==> config.mk <==
export PLATFORM = sky130hd
export DESIGN_NAME = alu_ft_issue
export DESIGN_NICKNAME = d
export VERILOG_FILES = /design/src/rtl/alu_ft_issue.sv
export SDC_FILE = /design/constraint.sdc
export NUM_CORES = 1
export LEC_CHECK = 0
export ABC_AREA = 0
export CAP_MARGIN = 20
export CORE_AREA = 2 2 206 208
export DETAILED_ROUTE_END_ITERATION = 10
export DIE_AREA = 0 0 208 210
export PLACE_DENSITY_LB_ADDON = 0.05
export SETUP_SLACK_MARGIN = 0.3
export SLEW_MARGIN = 40
export SYNTH_ARGS = -nofsm -noshare
export SYNTH_HDL_FRONTEND = slang
export SYNTH_SLANG_ARGS = --single-unit
==> constraint.sdc <==
create_clock -name clk -period 3.82 [get_ports clk]
set_input_delay 0.764 -clock clk [delete_from_list [all_inputs] [get_ports clk]]
set_output_delay 0.764 -clock clk [all_outputs]
set_load 0.03 [all_outputs]
==> src/rtl/alu_ft_issue.sv <==
// alu_ft_issue: issue stage in front of the time-redundant fault-tolerant ALU.
// Queues operations in a small FIFO. Each popped operation is held stable on
// alu_a/alu_b/alu_ctrl for HOLD_CYCLES cycles, long enough for the ALU's worst-case
// compute/compare/recover sequence. The ALU's registered result and flags are then
// captured and returned over a valid/ready result channel.
//
// Ports:
//   clk, rst                     clock, synchronous active-high reset
//   in_valid/in_ready            operation request handshake
//   in_a, in_b, in_ctrl          operands and 3-bit ALU control
//   alu_a, alu_b, alu_ctrl       operation currently held at the ALU
//   alu_result, alu_flags        ALU registered Result and {Zero, Carry, OverFlow, Negative}
//   res_valid/res_ready          result handshake
//   res_data, res_flags          captured result and flags
//   busy                         an operation is in flight or queued
`timescale 1ns/1ps
module alu_ft_issue #(
    parameter int unsigned DEPTH       = 4,
    parameter int unsigned HOLD_CYCLES = 4
) (
    input  logic        clk,
    input  logic        rst,
    input  logic        in_valid,
    output logic        in_ready,
    input  logic [31:0] in_a,
    input  logic [31:0] in_b,
    input  logic [2:0]  in_ctrl,
    output logic [31:0] alu_a,
    output logic [31:0] alu_b,
    output logic [2:0]  alu_ctrl,
    input  logic [31:0] alu_result,
    input  logic [3:0]  alu_flags,
    output logic        res_valid,
    input  logic        res_ready,
    output logic [31:0] res_data,
    output logic [3:0]  res_flags,
    output logic        busy
);

    localparam int unsigned AW = $clog2(DEPTH);
    localparam int unsigned PW = AW + 1;
    localparam int unsigned CW = 4;

    typedef struct packed {
        logic [31:0] a;
        logic [31:0] b;
        logic [2:0]  ctrl;
    } op_t;

    typedef enum logic [1:0] {
        IDLE     = 2'd0,
        HOLD     = 2'd1,
        CAPTURE  = 2'd2,
        WAIT_OUT = 2'd3
    } state_e;

    op_t           mem_q [DEPTH];
    logic [PW-1:0] wr_ptr_q, rd_ptr_q;
    logic [PW-1:0] wr_ptr_d, rd_ptr_d;
    state_e        state_q;
    logic [CW-1:0] cnt_q;
    op_t           issue_q;
    logic          res_valid_q;
    logic [31:0]   res_data_q;
    logic [3:0]    res_flags_q;

    logic empty_c, full_c, push_c, pop_c;
    op_t  head_c;

    // FIFO status: the extra pointer MSB separates full from empty
    always_comb begin
        empty_c = (wr_ptr_q == rd_ptr_q);
        full_c  = (wr_ptr_q[AW-1:0] == rd_ptr_q[AW-1:0]) && (wr_ptr_q[AW] != rd_ptr_q[AW]);
        push_c  = in_valid && !full_c;
        // Pops happen only when the ALU port is free: idle, or the pending result is taken
        pop_c   = !empty_c && ((state_q == IDLE) || ((state_q == WAIT_OUT) && res_ready));
        head_c  = mem_q[rd_ptr_q[AW-1:0]];
        wr_ptr_d = push_c ? (wr_ptr_q + PW'(1)) : wr_ptr_q;
        rd_ptr_d = pop_c  ? (rd_ptr_q + PW'(1)) : rd_ptr_q;
    end

    // FIFO storage (data only, no reset needed)
    always_ff @(posedge clk) begin
        if (push_c) begin
            mem_q[wr_ptr_q[AW-1:0]] <= '{a: in_a, b: in_b, ctrl: in_ctrl};
        end
    end

    // Pointers, issue FSM and registered outputs
    always_ff @(posedge clk) begin
        if (rst) begin
            wr_ptr_q    <= '0;
            rd_ptr_q    <= '0;
            state_q     <= IDLE;
            cnt_q       <= '0;
            issue_q     <= '0;
            res_valid_q <= 1'b0;
            res_data_q  <= '0;
            res_flags_q <= '0;
        end else begin
            wr_ptr_q <= wr_ptr_d;
            rd_ptr_q <= rd_ptr_d;
            case (state_q)
                IDLE: begin
                    if (pop_c) begin
                        issue_q <= head_c;
                        cnt_q   <= CW'(HOLD_CYCLES - 1);
                        state_q <= HOLD;
                    end
                end
                HOLD: begin
                    if (cnt_q == '0) begin
                        state_q <= CAPTURE;
                    end else begin
                        cnt_q <= cnt_q - CW'(1);
                    end
                end
                CAPTURE: begin
                    res_data_q  <= alu_result;
                    res_flags_q <= alu_flags;
                    res_valid_q <= 1'b1;
                    state_q     <= WAIT_OUT;
                end
                WAIT_OUT: begin
                    if (res_ready) begin
                        res_valid_q <= 1'b0;
                        if (pop_c) begin
                            issue_q <= head_c;
                            cnt_q   <= CW'(HOLD_CYCLES - 1);
                            state_q <= HOLD;
                        end else begin
                            state_q <= IDLE;
                        end
                    end
                end
                default: state_q <= IDLE;
            endcase
        end
    end

    assign in_ready  = !full_c;
    assign busy      = (state_q != IDLE) || !empty_c;
    assign alu_a     = issue_q.a;
    assign alu_b     = issue_q.b;
    assign alu_ctrl  = issue_q.ctrl;
    assign res_valid = res_valid_q;
    assign res_data  = res_data_q;
    assign res_flags = res_flags_q;

endmodule

==> metrics.md <==
| Metric | Value |
|---|---|
| Outcome | `completed` |
| Hold Fails Final Rpt | `0` |
| Post-Synth Simple-Gate Area | `6.23%` |
| Count leader, synth | `edfxtp_1` |
| Fin worst setup slack | `0.682 ns` |
| Adder-Cell Fraction of Synth Area | `around 1.1%` |
| #FFs+latches synth | `386` |
| CORE AREA | `41500 um2` |
| CTS Sinks | `approximately 390` |
| Peak VDD IR | `0.539 mV` |
| Clk root buf | `clkbuf_16` |
| Via density | `roughly 4.8` |
| Die Y | `between 200 and 250 um` |
| Max Root-Sink Buffers | `3` |
| First-pass GRT wire length | `approximately 50000 um` |
| Die area | `between 40000 and 50000 um2` |
| # IOs | `213` |
| Initial antenna violation count | `0` |
| Main flop type after synthesis | `edfxtp_1` |
| Die W | `208 um` |
| Synth Area in Compound Gates | `approximately 4.6%` |
| R2r endpoint | `mem_q[3][23]` |
| Final wirelength | `32300 um` |
| H-tree Lvls | `2` |
| Tmin final | `3.14 ns` |
| Filler cell count | `3677` |
| Synthesis Warnings | `0` |
| Top cell type by total area after synthesis | `edfxtp_1` |
| Hold Buf Count CTS | `0` |
| Clock latency on the worst-skew pair | `0.55 ns` |
| Initial core utilization | `a little over a third` |
| Post-synth EDFFs | `268` |
| Synth top area cells | `edfxtp_1 56%, dfxtp_1 16%, mux4_2 10%` |
| Ys async rst share | `0%` |
| Post-synthesis mux area share | `between 10% and 20%` |
| CP max stage cell | `clkdlybuf4s50_1` |
| Clock skew | `0.00905 ns` |
| Clk slew on worst S/H paths | `0.06 ns` |
| Register-to-register setup slack | `1.42 ns` |
| Synth Instances | `867` |
| Worst slew pin tran | `between 0.6 and 0.7 ns` |
| Vias in the first global route | `8281` |
| Largest family of logic cells by synthesized area | `multiplexers` |
| WHS | `0.452 ns` |
| Tcrit/Tclk final | `82.2%` |
| Largest net degree at the start of global routing | `between 60 and 70` |
| CP Cell Sequence | `xnor2_2 > and4_4 > inv_1 > clkdlybuf4s50_1` |
| CP top delay family | `buffers and inverters` |
| Syn avg cell area | `16.6 um2` |
| HPWL after DPL | `19700 um` |
| Share of cells above drive strength 1 | `19.0%` |
| Post-synth top cells | `268 x edfxtp_1, 118 x dfxtp_1, 107 x nand2_1` |
| Synthesized area | `14400 um2` |
| Fmax achieved | `0.319 GHz` |
| CP startpoint | `wr_ptr_q[1]` |
| Worst-case reg-to-reg path depth | `4` |
| GP Congestion | `around 0.68` |
| Slew Limit Fails | `0` |
| Crit path buffers/inverters | `2` |
| Remaining global-route overflow | `0` |
| Reg2reg start | `wr_ptr_q[0]` |
| Area growth syn-to-layout | `29.0%` |
| Port Buf Inserts | `212` |
| Post-CTS Setup Bufs | `0` |
| Fraction of synthesized cell area in xor and xnor cells | `0.521%` |
| Routed Antenna Nets | `0` |
| Yosys cell types | `46` |
| RSZ-0062 raised after global routing | `no` |
| Final setup violation count | `0` |
| Crit start category | `flip-flop` |
| Pre-CTS setup slack | `around 0.8 ns` |
| Cts bufs inserted | `43` |
| Nets@finish | `1215` |
| Pwr dens | `740 nW/um2` |
| GRT Resource Usage Total | `between 10 and 15%` |
| Post-Syn Nets | `a little under 1000` |
| Worst Path Max Fanout | `9` |
| Row count | `75` |
| HP Class | `reg2reg` |
| Slew HR | `54.8%` |
| Max cap viols | `0` |
| Total negative slack | `0 ns` |
| Worst Path Required | `3.06 ns` |
| DR vias | `between 7000 and 8000` |
| Number of DRC markers in iteration 0 | `470` |
| Post-cts resize count | `0` |
| Multi-input logic area | `~3700 um2` |
| Largest stage delay, worst path | `0.61 ns` |
| Critical path arrival | `2.37 ns` |
| Routed WL per cell | `just under 20 um` |
| CTS tree | `done` |
| Crit path capture type | `output pin` |
| Setup crit end | `busy` |
| First-pass DRT Iterations | `5` |
| DRC Markers | `0` |
| Pleak | `0.00602 uW` |
| Area share of the largest cell type after synthesis | `55.8%` |
| Crit Path Class | `reg2out` |
| Worst path depth | `4` |
| Sequential fraction of the synthesis area | `72.2%` |
| N_diodes | `0` |
| Register area | `between 10000 and 15000 um2` |
-- metrics by stage --
stage               cell area (um2)  utilization, %  cells  total power (uW)
floorplan                     14400               -    867              8410
global placement              17200            41.3   1587              9830
detailed placement            17200            41.4   1589              9850
CTS                           18600            44.8   1668             14000
global route                  18600            44.8   1668             14500
finish                        18600            44.8   1668             13800
-- tightest hold or removal path: cells and delay by family (launching register included) --
| family | cells | cell delay, ns |
|---|---|---|
| compound gates | 1 | 0.05 |
| simple gates | 1 | 0.05 |
| flops | 1 | 0.30 |
-- cell usage in the layout, fill, tap and decap left out, drive strengths merged, types with 3 or more instances in the layout --
cell type / count
ha: 13
inv: 11
clkinv: 13
buf: 18
nand3: 4
nand2: 137
o21ai: 5
a31oi: 5
dfxtp: 118
mux4: 67
edfxtp: 268
xnor2: 5
mux2i: 38
clkdlybuf4s50: 211
bufinv: 5
nor2: 47
clkbuf: 61
and2: 4
nor3: 3
a21oi: 74
-- power by group --
group	switching [uW]	leakage [uW]	internal (uW)
clock	1600	0.000676	2500
sequential	357	0.00343	5030
combinational	2450	0.00192	1820
total	4410	0.00602	9340
-- sequential cells by signal (all words and copies together) (netlist names), named ones only --
name and cells:
alu_a 32, cnt_q 4, res_valid 1, alu_ctrl 3, wr_ptr_q 3, alu_b 32
state_q 2, res_data 32, rd_ptr_q 3, res_flags 4, mem_q 268
-- layout make-up --
| type | count | share of cell area [%] |
|---|---|---|
| tap | 539 | 3.63 |
| timing repair buffer | 229 | 12.7 |
| multi-input combinational | 424 | 19.9 |
| clock inverter | 18 | 1.12 |
| inverter | 11 | 0.222 |
| sequential | 386 | 56.1 |
| clock buffer | 61 | 6.38 |
-- per-layer routing --
layer	vias to the layer above	track usage (%)	part of all wire (%)
li1	3704	-	-
met1	3977	20.4	46
met2	207	23.9	46
met3	44	3.05	5.4
met4	0	4.74	1.9
met5	-	0	0
-- worst min path at each step --
stage / start / slack, ns / depth (start not counted) / to
floorplan: cnt_q[0] / 0.46 / 2 / cnt_q[0]
global placement: alu_b[30] / 0.44 / 2 / alu_b[30]
detailed placement: alu_b[31] / 0.45 / 2 / alu_b[31]
CTS: alu_b[31] / 0.46 / 2 / alu_b[31]
global route: alu_ctrl[2] / 0.47 / 2 / alu_ctrl[2]
finish: alu_a[0] / 0.45 / 2 / alu_a[0]
-- cells by family (layout without fill, tap and decap cells) --
group           after synthesis  in the layout
fa+ha+maj                    13             13
simple gates                205            205
mux                         105            105
flops                       386            386
compound gates               95             95
xor+xnor                      6              6
buf+inv                      57            319
No activity file was read; power rests on OpenSTA's default activity.
==> variant 1 (same flow settings) <==
Encoding of `state_e`: now one-hot (4 bits for 4 states).
--- a/src/rtl/alu_ft_issue.sv
+++ b/src/rtl/alu_ft_issue.sv
@@ -48,9 +48,9 @@
     } op_t;
 
-    typedef enum logic [1:0] {
-        IDLE     = 2'd0,
-        HOLD     = 2'd1,
-        CAPTURE  = 2'd2,
-        WAIT_OUT = 2'd3
+    typedef enum logic [3:0] {
+        IDLE     = 4'b0001,
+        HOLD     = 4'b0010,
+        CAPTURE  = 4'b0100,
+        WAIT_OUT = 4'b1000
     } state_e;
 
Formal check against the unedited RTL: no difference found for any inputs over 4 cycles, from zero or initial values and one cycle with rst high; so few cycles prove little.
==> variant 1 against the original RTL <==
First-iteration DRC count grew 14%; worst hold slack hardly changed; cell area up 0.26%; register-to-register slack gained 0.06 ns; sequential share of layout area is 0.071 points higher; worst setup slack better by 0.015 ns; via count is 7.6% higher; largest power group unchanged; sequential cell count rose by 2; routed wire length up 9.0%; count of clock-buffer cells in the layout down 1; area after synthesis shrank 0.51%; power up 0.39%.
==> variant 1: results (changes against the original RTL) <==
Async SR Flop Fraction = 0 (unchanged)
reg2reg setup slack = 1.48 ns (was 1.42 ns)
CTS clk-pin slew, worst paths = 0.06 ns (about the same)
final wirelength = 35.2 mm (was 32.3 mm)
WP data arrival = 2.36 ns
clock tree buffer depth = 3 (unchanged)
Final #Nets = 1255 (was 1215)
Min-Delay Path Depth = 2 (unchanged)
root buf cell = clkbuf_16 (unchanged)
post-synth cell types = 39 (was 46)
fraction of layout cells with a size suffix above 1 = 0.151 (was 0.190)
top cells by count, synth = edfxtp_1, dfxtp_1, a21oi_1 (was edfxtp_1, dfxtp_1, nand2_1)
cts bufs inserted = 44 (was 43)
Worst Clk Skew = 0.0177 ns (was 0.00905 ns)
HP Class = reg -> reg (unchanged)
GR Util All Layers = 0.160 (was 0.149)
syn nets = 1035 (was 987)
Peak VDD IR = 320 uV (was 539 uV)
vias = 8533 (was 7932)
n_diodes = 0 (unchanged)
R2R depth = 4 (unchanged)
drt first-iter violations = 535 (was 470)
slew at the pin with the worst max-slew slack = 0.739 ns (was 0.677 ns)
Leak Pwr = 6.03 nW (was 6.02 nW)
clock latency on the worst-skew pair = 0.56 ns
outcome = complete, no violations (unchanged)
EDFF count, synth = 268 (unchanged)
post-CTS sizing = 0 (unchanged)
Pre-Repair DR Iteration Count = 4 (was 5)
antenna violations before repair = 2 (was 0)
Final GP Congestion = 0.684 (was 0.680)
DP HPWL = 20.7 mm (was 19.7 mm)
Largest register FFs = 268 (unchanged)
pin count of the biggest net entering global routing = 73 (was 68)
Area after DPL = 17200 um^2 (about the same)
Post-CTS Repair Setup Buffers = 0 (unchanged)
first-pass GRT wire length = 53.2 mm (was 49.9 mm)
via count of the first global-routing pass = 8671 (was 8281)
sequential area share after synthesis = 0.729 (was 0.722)
H-tree level count = 2 (unchanged)
Max FO, Critical Path = 4 (was 9)
# port buffers = 212 (unchanged)
synth top area cells = edfxtp_1, dfxtp_1, mux4_2, a21oi_1, nand3_1 (was edfxtp_1, dfxtp_1, mux4_2, nand2_1, mux2i_1)
warnings from Yosys = 0 (unchanged)
-- variant 1: path summary, 6_finish.rpt --
kind	from	end
worst max-delay path	rd_ptr_q[2]	busy
worst min-delay path	res_flags[0]	res_flags[0]
worst max register to register	rd_ptr_q[2]	mem_q[1][36]
worst min register to register	res_flags[0]	res_flags[0]
-- variant 1: per-stage QoR --
| stage | setup slack (ns) | instances | power [mW] | hold WS (ns) |
|---|---|---|---|---|
| detailed placement | 0.945 | 1632 | 9.77 | 0.446 |
| global placement | 0.847 | 1632 | 9.74 | 0.442 |
| finish | 0.697 | 1715 | 13.8 | 0.453 |
| global route | 0.545 | 1715 | 14.5 | 0.467 |
| floorplan | 0.743 | 921 | 7.94 | 0.475 |
| CTS | 0.600 | 1713 | 14.0 | 0.455 |
-- variant 1: final cells by class --
| type | count | area, um^2 |
|---|---|---|
| repair buffers | 241 | 2460 |
| flip-flops and latches | 388 | 10500 |
| clock inverters | 21 | 213 |
| fillers | 3768 | 22800 |
| multi-input cells | 460 | 3600 |
| clock buffers | 60 | 1210 |
| well taps | 539 | 674 |
| inverters | 6 | 22.5 |
-- variant 1: logic make-up after synthesis --
kind of cell,share of synthesized area
flops,0.729
buf+inv,0.0226
xor+xnor,0.00428
compound gates,0.0685
fa+ha+maj,0.00611
simple gates,0.0615
mux,0.108
-- variant 1: worst max-delay path, stage by stage, from the launching register on --
cell	delay, ns
dfxtp_1	0.32
xnor2_1	0.43
and3_2	0.31
nand2_1	0.11
clkdlybuf4s50_1	0.63
-- variant 1: power breakdown --
part	switching, mW	internal, mW	total, mW
combinational	2.44	1.73	4.18
sequential	0.403	5.06	5.46
clock	1.67	2.49	4.16
-- variant 1: per-layer routing --
metal,vias to the layer above,track usage,share of wire
met1,4272,0.222,0.47
met2,223,0.250,0.46
met3,57,0.0340,0.049
li1,3977,-,-
met5,-,0,0.00065
met4,4,0.0540,0.023
==> variant 2 (same settings) <==
Without the edit above. Set the parameter `DEPTH` to 8 (it was 4).
--- a/src/rtl/alu_ft_issue.sv
+++ b/src/rtl/alu_ft_issue.sv
@@ -16,5 +16,5 @@
 `timescale 1ns/1ps
 module alu_ft_issue #(
-    parameter int unsigned DEPTH       = 4,
+    parameter int unsigned DEPTH       = 8,
     parameter int unsigned HOLD_CYCLES = 4
 ) (
Behaviour: no difference found for any inputs over 4 cycles, from zero or initial values and one cycle with rst high; that may be too few to reach the edited logic, so the function may still have changed.
==> variant 2 against the original RTL <==
Cell area is 62% higher; synthesized cell count increased by 43%; power increased by 54%; via count is 53% higher; routed wire length up 47%; maximum frequency is 8.8% lower; count of clock-buffer cells in the layout grew 35; die area stayed put; first-iteration DRC count is 110% higher; worst setup slack worse by 0.30 ns; sequential cell count rose by 271; area after synthesis is 73% higher.
==> variant 2: results (changes against the original RTL) <==
top cells by count, synth = edfxtp_1, mux4_2, dfxtp_1 (was edfxtp_1, dfxtp_1, nand2_1)
Final #Nets = 1596 (was 1215)
cts bufs inserted = 67 (was 43)
CP top delay family = simple AND/OR/NAND/NOR gates (was buffers and inverters)
drt first-iter violations = 1003 (was 470)
Max FO, Critical Path = 9 (unchanged)
syn nets = 1357 (was 987)
R2R depth = 5 (was 4)
WP data arrival = 2.68 ns (was 2.37 ns)
wire per inst = 23.0 um (was 19.4 um)
hold endpoint = res_data[21] (was alu_a[0])
WHS = 0.490 ns (was 0.452 ns)
pin count of the biggest net entering global routing = 107 (was 68)
post-synth cell types = 44 (was 46)
Slew headroom = 0.448 (was 0.548)
hold_sp = res_data[21] (was alu_a[0])
DP HPWL = 27.2 mm (was 19.7 mm)
first-pass GRT wire length = 73.6 mm (was 49.9 mm)
global routing met3 resource utilization = 0.0432 (was 0.0305)
Peak VDD IR = 594 uV (was 539 uV)
met1 Resource Use GR = 0.313 (was 0.204)
sequential area share after synthesis = 0.742 (was 0.722)
Largest register FFs = 536 (was 268)
H-tree level count = 3 (was 2)
Vias per Instance = 5.84 (was 4.76)
R2R Path End = mem_q[2][61] (was mem_q[3][23])
antenna violations before repair = 4 (was 0)
via count of the first global-routing pass = 12.5k (was 8281)
fraction of layout cells with a size suffix above 1 = 0.229 (was 0.190)
reg2reg setup slack = 0.97 ns (was 1.42 ns)
clock latency on the worst-skew pair = 0.57 ns (was 0.55 ns)
outcome = complete, no violations (unchanged)
Final GP Congestion = 0.772 (was 0.680)
synth top area cells = edfxtp_1, mux4_2, dfxtp_1, mux2i_1, a211oi_2 (was edfxtp_1, dfxtp_1, mux4_2, nand2_1, mux2i_1)
fillers = 2511 (was 3677)
Leak Pwr = 9.47 nW (was 6.02 nW)
[variant 2: final cells by class]
class,instances,area [um^2],share of cell area
Inverter,9,33.8,0.00112
Clock inverter,24,195,0.00649
Timing Repair Buffer,242,2560,0.0851
Antenna cell,2,5.00,0.000166
Clock buffer,96,1990,0.0662
Multi-Input combinational cell,503,6090,0.203
Sequential cell,657,18500,0.616
Tap cell,539,674,0.0224
[variant 2: logic make-up after synthesis]
group,Yosys count,synth area share
adder cells (fa/ha/maj),9,0.00451
AO/OA/AOI/OAI,91,0.0421
flip-flops,657,0.742
multiplexers,244,0.165
buffers and inverters,81,0.0174
XOR/XNOR,9,0.00406
AND/OR/NAND/NOR,150,0.0250
[variant 2: worst min-delay path: stages, from the launching register on]
cell and delay [ns]:
dfxtp_1 0.32, mux2i_1 0.06, nor2_1 0.07
[variant 2: worst max path at each step]
stage | from | end | slack, ns
final | wr_ptr_q[0] | in_ready | 0.38
after global routing | wr_ptr_q[1] | in_ready | 0.30
after CTS | wr_ptr_q[0] | in_ready | 0.36
after detailed placement | in_valid | mem_q[2][15] | 0.76
after global placement | in_valid | mem_q[2][0] | 0.75
after floorplan | wr_ptr_q[0] | mem_q[1][0] | 0.14
[variant 2: where the power goes]
part	switching, mW	internal, mW
Clock	2.57	3.83
Combinational	3.28	2.71
Sequential	0.409	8.37
[variant 2: layer usage]
layer  vias to the layer above  part of all wire  wire length (um)
met5                         -           0.00050                24
met4                         4             0.018               847
met3                        69             0.057              2700
met2                       323              0.50             23600
met1                      6219              0.43             20300
li1                       5485                 -                 -
[variant 2: stage by stage]
step	setup slack [ns]	cells	total power, mW	area [um^2]
floorplan	0.138	1241	13.3	25000
global placement	0.747	1948	14.8	27800
detailed placement	0.763	1950	15.0	27900
CTS	0.356	2070	21.4	30100
global route	0.303	2071	22.1	30100
finish	0.378	2072	21.2	30100
